==> src/rtl/tx_dac_output_stage_if.sv <==
// tx_dac_output_stage_if: sample and control bundle between the TX DSP core,
// the DAC output stage and the RF-DAC.
//   tx_enable       level request for unmuted output
//   pattern_select  0 pass-through, 1 DC, 2 ramp, 3 zero
//   dc_level        signed DC value used by pattern 1
//   tx_data         NUMBER_OF_LINE signed 16-bit samples from the DSP core
//   dac_data        NUMBER_OF_LINE signed 16-bit samples to the RF-DAC
//   ramp_state      0 IDLE, 1 RAMP_UP, 2 ACTIVE, 3 RAMP_DOWN
//   ramp_done       one-cycle pulse when a gain ramp completes
//   dac_muted       high when the gain behind the current dac_data was 0
// master: the side that drives the samples and controls (DSP core / bench).
// slave : the output stage itself.
interface tx_dac_output_stage_if #(
  parameter int NUMBER_OF_LINE = 8
);
  logic                          tx_enable;
  logic [1:0]                    pattern_select;
  logic [15:0]                   dc_level;
  logic [16*NUMBER_OF_LINE-1:0]  tx_data;
  logic [16*NUMBER_OF_LINE-1:0]  dac_data;
  logic [1:0]                    ramp_state;
  logic                          ramp_done;
  logic                          dac_muted;

  modport master (
    output tx_enable, pattern_select, dc_level, tx_data,
    input  dac_data, ramp_state, ramp_done, dac_muted
  );

  modport slave (
    input  tx_enable, pattern_select, dc_level, tx_data,
    output dac_data, ramp_state, ramp_done, dac_muted
  );
endinterface

==> src/rtl/tx_dac_output_stage.sv <==
// tx_dac_output_stage: final TX stage before the RF-DAC. Selects a source
// (DSP samples or a test pattern), scales every lane by a soft mute/unmute
// gain ramp, then rounds and saturates into a 3-clock pipeline.
// Ports:
//   clock  sample-rate fabric clock, rising edge
//   reset  synchronous, active-high
//   bus    tx_dac_output_stage_if.slave (controls, tx_data in, dac_data and
//          status out)
// Gain is Q1.15 unsigned: 32768 means unity, so the ramp length is
// 32768 / GAIN_STEP clocks.
module tx_dac_output_stage #(
  parameter int NUMBER_OF_LINE = 8,
  parameter int GAIN_STEP      = 32
) (
  input  logic                 clock,
  input  logic                 reset,
  tx_dac_output_stage_if.slave bus
);

  localparam int DATA_W = 16;
  localparam int COEF_W = 17;
  localparam int PROD_W = DATA_W + COEF_W;
  localparam int SUM_W  = PROD_W + 1;

  localparam logic [COEF_W-1:0] UNITY = COEF_W'(32768);
  localparam logic [COEF_W-1:0] STEP  = COEF_W'(GAIN_STEP);

  typedef enum logic [1:0] {
    IDLE      = 2'd0,
    RAMP_UP   = 2'd1,
    ACTIVE    = 2'd2,
    RAMP_DOWN = 2'd3
  } state_t;

  // Add half an LSB of the output scale and drop the 15 fraction bits.
  function automatic logic signed [SUM_W-1:0] round_shift(
    input logic signed [PROD_W-1:0] p
  );
    logic signed [SUM_W-1:0] r;
    r = SUM_W'(p) + SUM_W'(16384);
    return r >>> 15;
  endfunction

  function automatic logic signed [DATA_W-1:0] saturate(
    input logic signed [SUM_W-1:0] v
  );
    if (v > SUM_W'(32767))
      return 16'sh7fff;
    else if (v < -SUM_W'(32768))
      return 16'sh8000;
    else
      return v[DATA_W-1:0];
  endfunction

  // Gain ramp control
  state_t            state;
  state_t            state_next;
  logic [15:0]       gain;
  logic [15:0]       gain_next;
  logic              done_next;
  logic              ramp_done;
  logic [COEF_W-1:0] gain_up;

  assign gain_up = {1'b0, gain} + STEP;

  always_comb begin
    state_next = state;
    gain_next  = gain;
    done_next  = 1'b0;
    case (state)
      IDLE: begin
        if (bus.tx_enable)
          state_next = RAMP_UP;
      end
      RAMP_UP: begin
        // A reversal holds the gain for this cycle and continues from it.
        if (!bus.tx_enable) begin
          state_next = RAMP_DOWN;
        end else if (gain_up >= UNITY) begin
          gain_next  = 16'h8000;
          state_next = ACTIVE;
          done_next  = 1'b1;
        end else begin
          gain_next = gain_up[15:0];
        end
      end
      ACTIVE: begin
        if (!bus.tx_enable)
          state_next = RAMP_DOWN;
      end
      RAMP_DOWN: begin
        if (bus.tx_enable) begin
          state_next = RAMP_UP;
        end else if ({1'b0, gain} <= STEP) begin
          gain_next  = 16'h0000;
          state_next = IDLE;
          done_next  = 1'b1;
        end else begin
          gain_next = gain - STEP[15:0];
        end
      end
      default: begin
        state_next = IDLE;
        gain_next  = 16'h0000;
      end
    endcase
  end

  always_ff @(posedge clock) begin
    if (reset) begin
      state     <= IDLE;
      gain      <= 16'h0000;
      ramp_done <= 1'b0;
    end else begin
      state     <= state_next;
      gain      <= gain_next;
      ramp_done <= done_next;
    end
  end

  // Ramp test pattern: lanes carry consecutive values across cycles.
  logic [15:0] base;

  always_ff @(posedge clock) begin
    if (reset)
      base <= 16'h0000;
    else
      base <= base + 16'(NUMBER_OF_LINE);
  end

  logic signed [DATA_W-1:0] lane_mux [NUMBER_OF_LINE];

  always_comb begin
    for (int k = 0; k < NUMBER_OF_LINE; k++) begin
      lane_mux[k] = '0;
      case (bus.pattern_select)
        2'd0:    lane_mux[k] = bus.tx_data[16*k +: 16];
        2'd1:    lane_mux[k] = bus.dc_level;
        2'd2:    lane_mux[k] = base + 16'(k);
        default: lane_mux[k] = '0;
      endcase
    end
  end

  logic signed [DATA_W-1:0] lane_p0 [NUMBER_OF_LINE];
  logic [15:0]              gain_p0;
  logic                     mute_p0;
  logic signed [PROD_W-1:0] prod_p1 [NUMBER_OF_LINE];
  logic                     mute_p1;
  logic [16*NUMBER_OF_LINE-1:0] dac_p2;
  logic                     mute_p2;

  // Stage 1: source select, gain captured with the samples it will scale
  always_ff @(posedge clock) begin
    if (reset) begin
      for (int k = 0; k < NUMBER_OF_LINE; k++)
        lane_p0[k] <= '0;
      gain_p0 <= 16'h0000;
      mute_p0 <= 1'b1;
    end else begin
      for (int k = 0; k < NUMBER_OF_LINE; k++)
        lane_p0[k] <= lane_mux[k];
      gain_p0 <= gain;
      mute_p0 <= (gain == 16'h0000);
    end
  end

  // Stage 2: signed 16 x 17 multiply; gain is zero-extended so 32768 stays positive
  always_ff @(posedge clock) begin
    if (reset) begin
      for (int k = 0; k < NUMBER_OF_LINE; k++)
        prod_p1[k] <= '0;
      mute_p1 <= 1'b1;
    end else begin
      for (int k = 0; k < NUMBER_OF_LINE; k++)
        prod_p1[k] <= PROD_W'(lane_p0[k]) * PROD_W'($signed({1'b0, gain_p0}));
      mute_p1 <= mute_p0;
    end
  end

  // Stage 3: round half up, shift out the gain fraction, saturate
  always_ff @(posedge clock) begin
    if (reset) begin
      dac_p2  <= '0;
      mute_p2 <= 1'b1;
    end else begin
      for (int k = 0; k < NUMBER_OF_LINE; k++)
        dac_p2[16*k +: 16] <= saturate(round_shift(prod_p1[k]));
      mute_p2 <= mute_p1;
    end
  end

  assign bus.dac_data   = dac_p2;
  assign bus.dac_muted  = mute_p2;
  assign bus.ramp_state = state;
  assign bus.ramp_done  = ramp_done;

endmodule

==> src/flat_wrapper.sv <==
// flat-port wrapper written by rule: the top's interface ports become plain ports
module tx_dac_output_stage_flat 
#(
  parameter int NUMBER_OF_LINE = 8,
  parameter int GAIN_STEP      = 32
)
  (clock, reset, bus_tx_enable, bus_pattern_select, bus_dc_level, bus_tx_data, bus_dac_data, bus_ramp_state, bus_ramp_done, bus_dac_muted);
  tx_dac_output_stage_if #(.NUMBER_OF_LINE(NUMBER_OF_LINE)) bus_i ();
  input  logic clock;
  input  logic reset;
  input wire logic [$bits(bus_i.tx_enable)-1:0] bus_tx_enable;
  input wire logic [$bits(bus_i.pattern_select)-1:0] bus_pattern_select;
  input wire logic [$bits(bus_i.dc_level)-1:0] bus_dc_level;
  input wire logic [$bits(bus_i.tx_data)-1:0] bus_tx_data;
  output wire logic [$bits(bus_i.dac_data)-1:0] bus_dac_data;
  output wire logic [$bits(bus_i.ramp_state)-1:0] bus_ramp_state;
  output wire logic [$bits(bus_i.ramp_done)-1:0] bus_ramp_done;
  output wire logic [$bits(bus_i.dac_muted)-1:0] bus_dac_muted;
  assign bus_i.tx_enable = bus_tx_enable;
  assign bus_i.pattern_select = bus_pattern_select;
  assign bus_i.dc_level = bus_dc_level;
  assign bus_i.tx_data = bus_tx_data;
  assign bus_dac_data = bus_i.dac_data;
  assign bus_ramp_state = bus_i.ramp_state;
  assign bus_ramp_done = bus_i.ramp_done;
  assign bus_dac_muted = bus_i.dac_muted;
  tx_dac_output_stage #(.NUMBER_OF_LINE(NUMBER_OF_LINE), .GAIN_STEP(GAIN_STEP)) u_core (.clock(clock), .reset(reset), .bus(bus_i));
endmodule
==> config.mk <==
export PLATFORM = sky130hd
export DESIGN_NAME = tx_dac_output_stage_flat
export DESIGN_NICKNAME = d
export VERILOG_FILES = /design/src/rtl/tx_dac_output_stage_if.sv /design/src/rtl/tx_dac_output_stage.sv /design/src/flat_wrapper.sv
export SDC_FILE = /design/constraint.sdc
export NUM_CORES = 2
export LEC_CHECK = 0
export CAP_MARGIN = 5
export CORE_MARGIN = 8
export CORE_UTILIZATION = 30
export DETAILED_ROUTE_END_ITERATION = 6
export PLACE_DENSITY = 0.46
export SLEW_MARGIN = 0
export SYNTH_ARGS = -nofsm -noshare
export SYNTH_HDL_FRONTEND = slang
export SYNTH_SLANG_ARGS = --single-unit
export TNS_END_PERCENT = 100
==> constraint.sdc <==
create_clock -name clock -period 8.4 [get_ports clock]
set_clock_uncertainty 0.15 [all_clocks]
set_input_delay 0.84 -clock clock [delete_from_list [all_inputs] [get_ports clock]]
set_output_delay 0.84 -clock clock [all_outputs]
set_load 0.02 [all_outputs]
======== Yosys cells after proc, flatten, opt, wreduce, memory -nomap -nowiden ========
Memories as Yosys holds them, arrays and structs flattened.
Cells that the tools add are included.
storage, ports and cells
  bits in read-only memories .............. 0
  bits in latches ......................... 0
  output and inout port bits .............. 132
  bits of input ports ..................... 149
  RAM bits ................................ 392
  flip-flop bits (word level) ............. 182
  memories kept ........................... 2
memories
  memory          words  bits a word  rd ports  clocked after memory_dff  wr ports  line                        source
  u_core.prod_p1  8      33           8         0                         8         tx_dac_output_stage.sv:148  logic signed [PROD_W-1:0] prod_p1 [NUMBER_OF_LINE];
  u_core.lane_p0  8      16           8         0                         8         tx_dac_output_stage.sv:145  logic signed [DATA_W-1:0] lane_p0 [NUMBER_OF_LINE];
operators by class
  equal/unequal tests ..................... 11
  reduce and logical (&&, ||, !) cells .... 14
  $add $sub $neg .......................... 18
  shift operators ......................... 0
  multiply operators ...................... 8
  div/mod/pow operators ................... 0
  multiplexer cells ....................... 60
  bitwise logic cells ..................... 16
  order comparisons ....................... 18
operators with widths
  operator                                                count
  one-hot mux 16 bit (3 select lines)                     8
  2-to-1 mux 16 bit                                       20
  adder 33 x 16 -> 34 bit (second input constant)         8
  multiplier 16 x 17 -> 33 bit                            8
  2-to-1 mux 33 bit                                       8
  > comparator 19 x 16 -> 1 bit (second input constant)   8
  < comparator 19 x 16 -> 1 bit (second input constant)   8
  2-to-1 mux 15 bit                                       8
  adder 16 x 3 -> 16 bit (second input constant)          4
  adder 16 x 2 -> 16 bit (second input constant)          2
  one-hot mux 16 bit (2 select lines)                     1
  adder 16 x 6 -> 17 bit (second input constant)          1
  >= comparator 17 x 16 -> 1 bit (second input constant)  1
  adder 16 x 1 -> 16 bit (second input constant)          1
  adder 16 x 4 -> 16 bit (second input constant)          1
  <= comparator 16 x 6 -> 1 bit (second input constant)   1
  zero test 16 bit                                        1
  OR 1 bit                                                16
  OR reduction 2 bit                                      8
  subtractor 16 x 6 -> 16 bit (second input constant)     1
  2-to-1 mux 2 bit                                        6
  != test 2 bit (second input constant)                   4
  one-hot mux 2 bit (4 select lines)                      1
  2-to-1 mux 1 bit                                        7
  other kinds (8)                                         13

======== Depth between registers and ports, before layout ========
  word-level depth ........................ 5
  gate-level depth with buffers ........... 25
  mapped depth without buffers ............ 23

======== Worst setup path after synthesis ========
Ideal clock, no wire load.
  path type ............................... flip-flop to flip-flop
  start ................................... reg u_core.gain_p0[15]
  end ..................................... mem u_core.prod_p1[2][63] (netlist name)
  arrival time ............................ 6.151 ns
  buffers on the path ..................... 2
  required time ........................... 8.129 ns
  stages on the path, launching flop included .. 23
  setup time .............................. 0.121 ns
  setup slack ............................. 1.978 ns
  cells stage by stage .................... dfxtp_1 clkbuf_1 clkbuf_1 nand2_1 fa_1 fa_1 inv_1 fa_1 fa_1 fa_1 inv_1 fa_1 inv_1 ha_1 and3_1 and3_4 o2111ai_2 a21oi_2 a311oi_2 o31ai_2 a211oi_2 o21ai_2 mux2_4
RTL lines
  element                 line                        source
  start, declared         tx_dac_output_stage.sv:146  logic [15:0] gain_p0;
  start signal, assigned  tx_dac_output_stage.sv:163  gain_p0 <= gain;
  end, declared           tx_dac_output_stage.sv:148

==> flow_results.org <==
** Power
- Proportion of power drawn by the clock network :: 27.9%
- IR analysis of the VDD net gives a maximum drop of 149.0 uV.
- Power spread over the standard cell area amounts to between 100 and 150 nW/um^2.
- Summed over all nets, the switching power comes to 0.004067 W.
- Cell-internal power :: around 0.0057 W
- Of the total power, the share spent switching nets is 41.56%.
- P_leak :: between 40 and 50 nW
- Of the total power, combinational logic draws 44.6%.
- Per report_power, the sequential group accounts for 27.4% of the total.
- Summing internal, switching and leakage power gives 0.009787 W.

** Placement
- # port buffers :: 280
- Placed wire-length estimate after detailed placement :: around 180000 um
- Routability-driven placement finished with a final weighted congestion of 0.8630.
- Pre-CTS WS :: 1.278 ns

** Min path
- Hold-critical path depth :: 1
- Hold worst-path end :: u_core.mute_p1$_SDFF_PP1_
- Hold Crit Class :: reg -> reg
- The worst hold path begins at u_core.mute_p0$_SDFF_PP1_.

** Setup path
- Among cell families on the critical path, the largest total delay comes from adder cells.
- The slowest stage of the critical path is the sky130_fd_sc_hd__dfxtp_4 cell.
- The endpoint identified for the worst register-to-register timing path is u_core.prod_p1[2][63]$_SDFF_PP0_.
- For the worst setup path, the data required time is 8.88 ns.
- For this run, the slowest stage of the critical path takes 0.82 ns.
- Traced cell by cell, the critical path runs through nand2_1 > fa_1 > fa_1 > fa_1 > inv_1 > fa_1 > fa_1 > inv_1 > fa_1 > inv_1 > ha_1 > nand2_1 > o21ai_0 > a211oi_2 > a21oi_2 > a311oi_2 > o31ai_2 > a211oi_2 > o21ai_2 > mux2_4.
- The number of cells on the worst reg-to-reg path is 20.
- Setup crit end kind :: flop
- Worst Setup Start Kind :: flop
- The setup check on the worst reg-to-reg path leaves a slack of between 1 and 1.5 ns.
- The most numerous cell type found on the critical path is sky130_fd_sc_hd__fa_1.
- Along the worst path, the maximum fanout reaches 42.
- The critical path contains buffers and inverters numbering 3 combined.
- Launch point of the worst reg-to-reg path :: u_core.gain_p0[11]$_SDFF_PP0_
- By startpoint and endpoint, the worst setup path is classified as reg -> reg.
- Signal arrival time at the worst endpoint :: roughly 7.6 ns

** Clock tree
- Buffers added to address setup during post-CTS repair amount to 0.
- Later-pin clock latency in the skew report :: 0.74 ns
- TritonCTS built the clock tree.
- Cts bufs inserted :: 61
- The tree built by TritonCTS fans out to ~450 sinks.
- CTS clock-pin slew for the worst setup and hold paths :: 0.06 ns
- In this run, post-CTS hold repair placed 0 buffers.
- Post_cts resized :: 0
- Root cell of the clock tree :: sky130_fd_sc_hd__clkbuf_16
- The clock tree synthesis step divided the H-tree into 2 levels.
- In this run the deepest clock path goes through 3 buffers.

** Drt
- The final route contains 55380 vias.
- For this block, the initial DRC count from the detailed router was between 2000 and 2500.
- Dividing the detail-routed via count by the number of cells gives 4.522.
- First-pass DRT Iterations :: 5
- After detailed routing, the total wire length is around 220000 um.
- Average wire length per cell after detail routing :: 18.06 um
- DRC violations left :: 0
- Count of antenna-violating nets left after detailed routing :: 0

** Floorplan
- Die extent in y :: between 500 and 600 um
- During I/O placement, the number of pins put on the boundary was between 200 and 300.
- Die Area :: between 200000 and 300000 sq um
- Number of placement rows :: between 150 and 200
- DIE WIDTH :: 516.5 um
- Once the floorplan was initialized, standard cells occupied between 30% and 40% of the core.
- After floorplanning, the core was sized to cover 248900 sq um.

** Yosys
- In the synthesized netlist, the number of instances is 8521.
- Post-synthesis sequential area ratio :: between 10% and 20%
- After synthesis, the share of flip-flops with an asynchronous set or reset is 0%.
- Flip-flop and latch count after synthesis :: 449
- Yosys cell types :: 95
- Area of the mapped netlist :: 75150 sq um
- Most instantiated flip-flop cell in the synthesis netlist :: sky130_fd_sc_hd__dfxtp_1
- After synthesis, the mean cell area works out to 8.819 sq um.
- Yosys mapped a number of flops with a built-in enable equal to 0.
- Warning count from the yosys run :: 0

** STA
- Across all setup checks in the final design, the least slack found is 1.309 ns.
- Based on the critical path, the design can be clocked at up to 0.1410 GHz.
- Transition time of the tightest slew-check pin :: ~1.1 ns
- The tightest hold path in the finished design has a slack of 0.2799 ns.
- Setup tns final :: 0 ns
- The final-report max-slew violation count came to 0.
- Setup violations remaining at the end of the flow were counted as 0.
- Setup repair after global routing left no endpoint under its margin.
- Headroom to the max-slew limit came out at 23.41%.
- The routed design could run at a clock period as short as 7.091 ns.
- In the finished design, the share of the clock period the worst path needs comes to 84.41%.
- Final number of hold-violating endpoints :: 0

** GRT
- The initial antenna violation count was 17.
- Global-route wire length before repair :: 349900 um
- All-layer global routing usage :: 16.67%
- Remaining global-route overflow :: 0
- The via count of the first global-routing pass was 60421.
- Entering global routing, the biggest net connects 75 pins.

** Layout
- Final core occ :: 34.06%
- At the end of the flow, the number of nets in the layout was between 10000 and 15000.
- Most common cell after layout, fill and taps aside :: sky130_fd_sc_hd__inv_1
- Highest-count cells in the layout ignoring fill and taps :: sky130_fd_sc_hd__inv_1, sky130_fd_sc_hd__fa_1, sky130_fd_sc_hd__nand2_1
- The layout has 26028 filler cells.
- Relative area change from synthesis to final layout :: 12.81%
- Fraction of final layout cells sized beyond drive strength 1 :: about 3.2%

** Run
- Number of max-capacitance violations reported :: 0

** Status
- Result of the run :: finished clean
cell families after synthesis:
family	after synthesis	share of synthesized area [%]
multiplexers	16	0.2364
other	2	0.009994
adder cells (fa/ha/maj)	2219	50.13
buffers and inverters	2260	11.31
XOR/XNOR	287	3.345
flip-flops	449	11.96
AO/OA/AOI/OAI	925	7.805
AND/OR/NAND/NOR	2363	15.20
state kept, by name (all words and copies together) (netlist names):
register and count:
u_core.prod_p1 152, u_core.bus.dac_data 128, u_core.lane_p0 128, u_core.base 13, u_core.gain 11, u_core.gain_p0 11, u_core.bus.ramp_state 2, u_core.bus.dac_muted 1
u_core.bus.ramp_done 1, u_core.mute_p0 1, u_core.mute_p1 1
how the worst max path moves through the flow:
stage | startpoint | slack, ns | cells past startpoint | to
after floorplan | u_core.gain_p0[15]$_SDFF_PP0_ | 1.98 | 22 | u_core.prod_p1[2][63]$_SDFF_PP0_
after global placement | u_core.gain_p0[10]$_SDFF_PP0_ | 1.34 | 21 | u_core.prod_p1[3][62]$_SDFF_PP0_
after detailed placement | u_core.gain_p0[10]$_SDFF_PP0_ | 1.28 | 21 | u_core.prod_p1[3][62]$_SDFF_PP0_
after CTS | u_core.gain_p0[10]$_SDFF_PP0_ | 1.30 | 21 | u_core.prod_p1[3][62]$_SDFF_PP0_
after global routing | u_core.gain_p0[8]$_SDFF_PP0_ | 0.95 | 22 | u_core.prod_p1[1][30]$_SDFF_PP0_
final | u_core.gain_p0[11]$_SDFF_PP0_ | 1.31 | 20 | u_core.prod_p1[2][63]$_SDFF_PP0_
cells in the mapped netlist, drive strengths merged (25+ instances only):
cell type	instances	area, sq um
a21oi	316	1585
and3	57	361.6
nor2b	50	312.8
o211ai	25	192.7
xnor2	156	1366
nand2b	83	519.3
a31oi	29	187.7
o21ai	219	1111
o21a	25	187.7
xor2	131	1147
nand3	92	460.4
buf	31	132.6
a211oi	28	225.2
fa	1320	26430
clkbuf	366	1374
a21o	98	735.7
nor2	298	1119
inv	1861	6985
and2	586	3666
ha	898	11240
dfxtp	449	8989
nand2	1017	3817
o21bai	40	300.3
nor3	48	250.2
nand4	42	275.3
stage by stage:
stage | instances | cell area (sq um)
after floorplan | 8827 | 76300
after detailed placement | 12125 | 82700
after global placement | 12125 | 82700
final | 12247 | 84780
after global routing | 12238 | 84750
after CTS | 12235 | 84750
per-layer routing:
layer  vias up  share of wire [%]  GRT usage [%]
met2       866                 48          28.67
met3       227                3.2          1.735
met5         -              0.012              0
met4         4                3.8          5.829
met1     28017                 45          21.81
li1      26266                  -              -
power groups by stage:
stage	sequential, W	clock (W)	combinational [W]
2_1_floorplan	0.00264	0	0.00299
3_3_place_gp	0.00273	0	0.00436
3_5_place_dp	0.00273	0	0.00436
4_1_cts	0.00269	0.00286	0.00441
5_1_grt	0.00272	0.00293	0.00499
6_report	0.00268	0.00273	0.00437
cell type report:
cell class	instances	area [sq um]	area share, %
multi-input cells	6118	58900	69.47
flip-flops and latches	449	9030	10.65
inverters	1863	6994	8.250
well taps	3330	4167	4.915
repair buffers	365	3616	4.265
clock buffers	82	1707	2.013
clock inverters	28	335.3	0.3955
diodes	12	30.03	0.03542
Power figures use the tool's default switching activity.
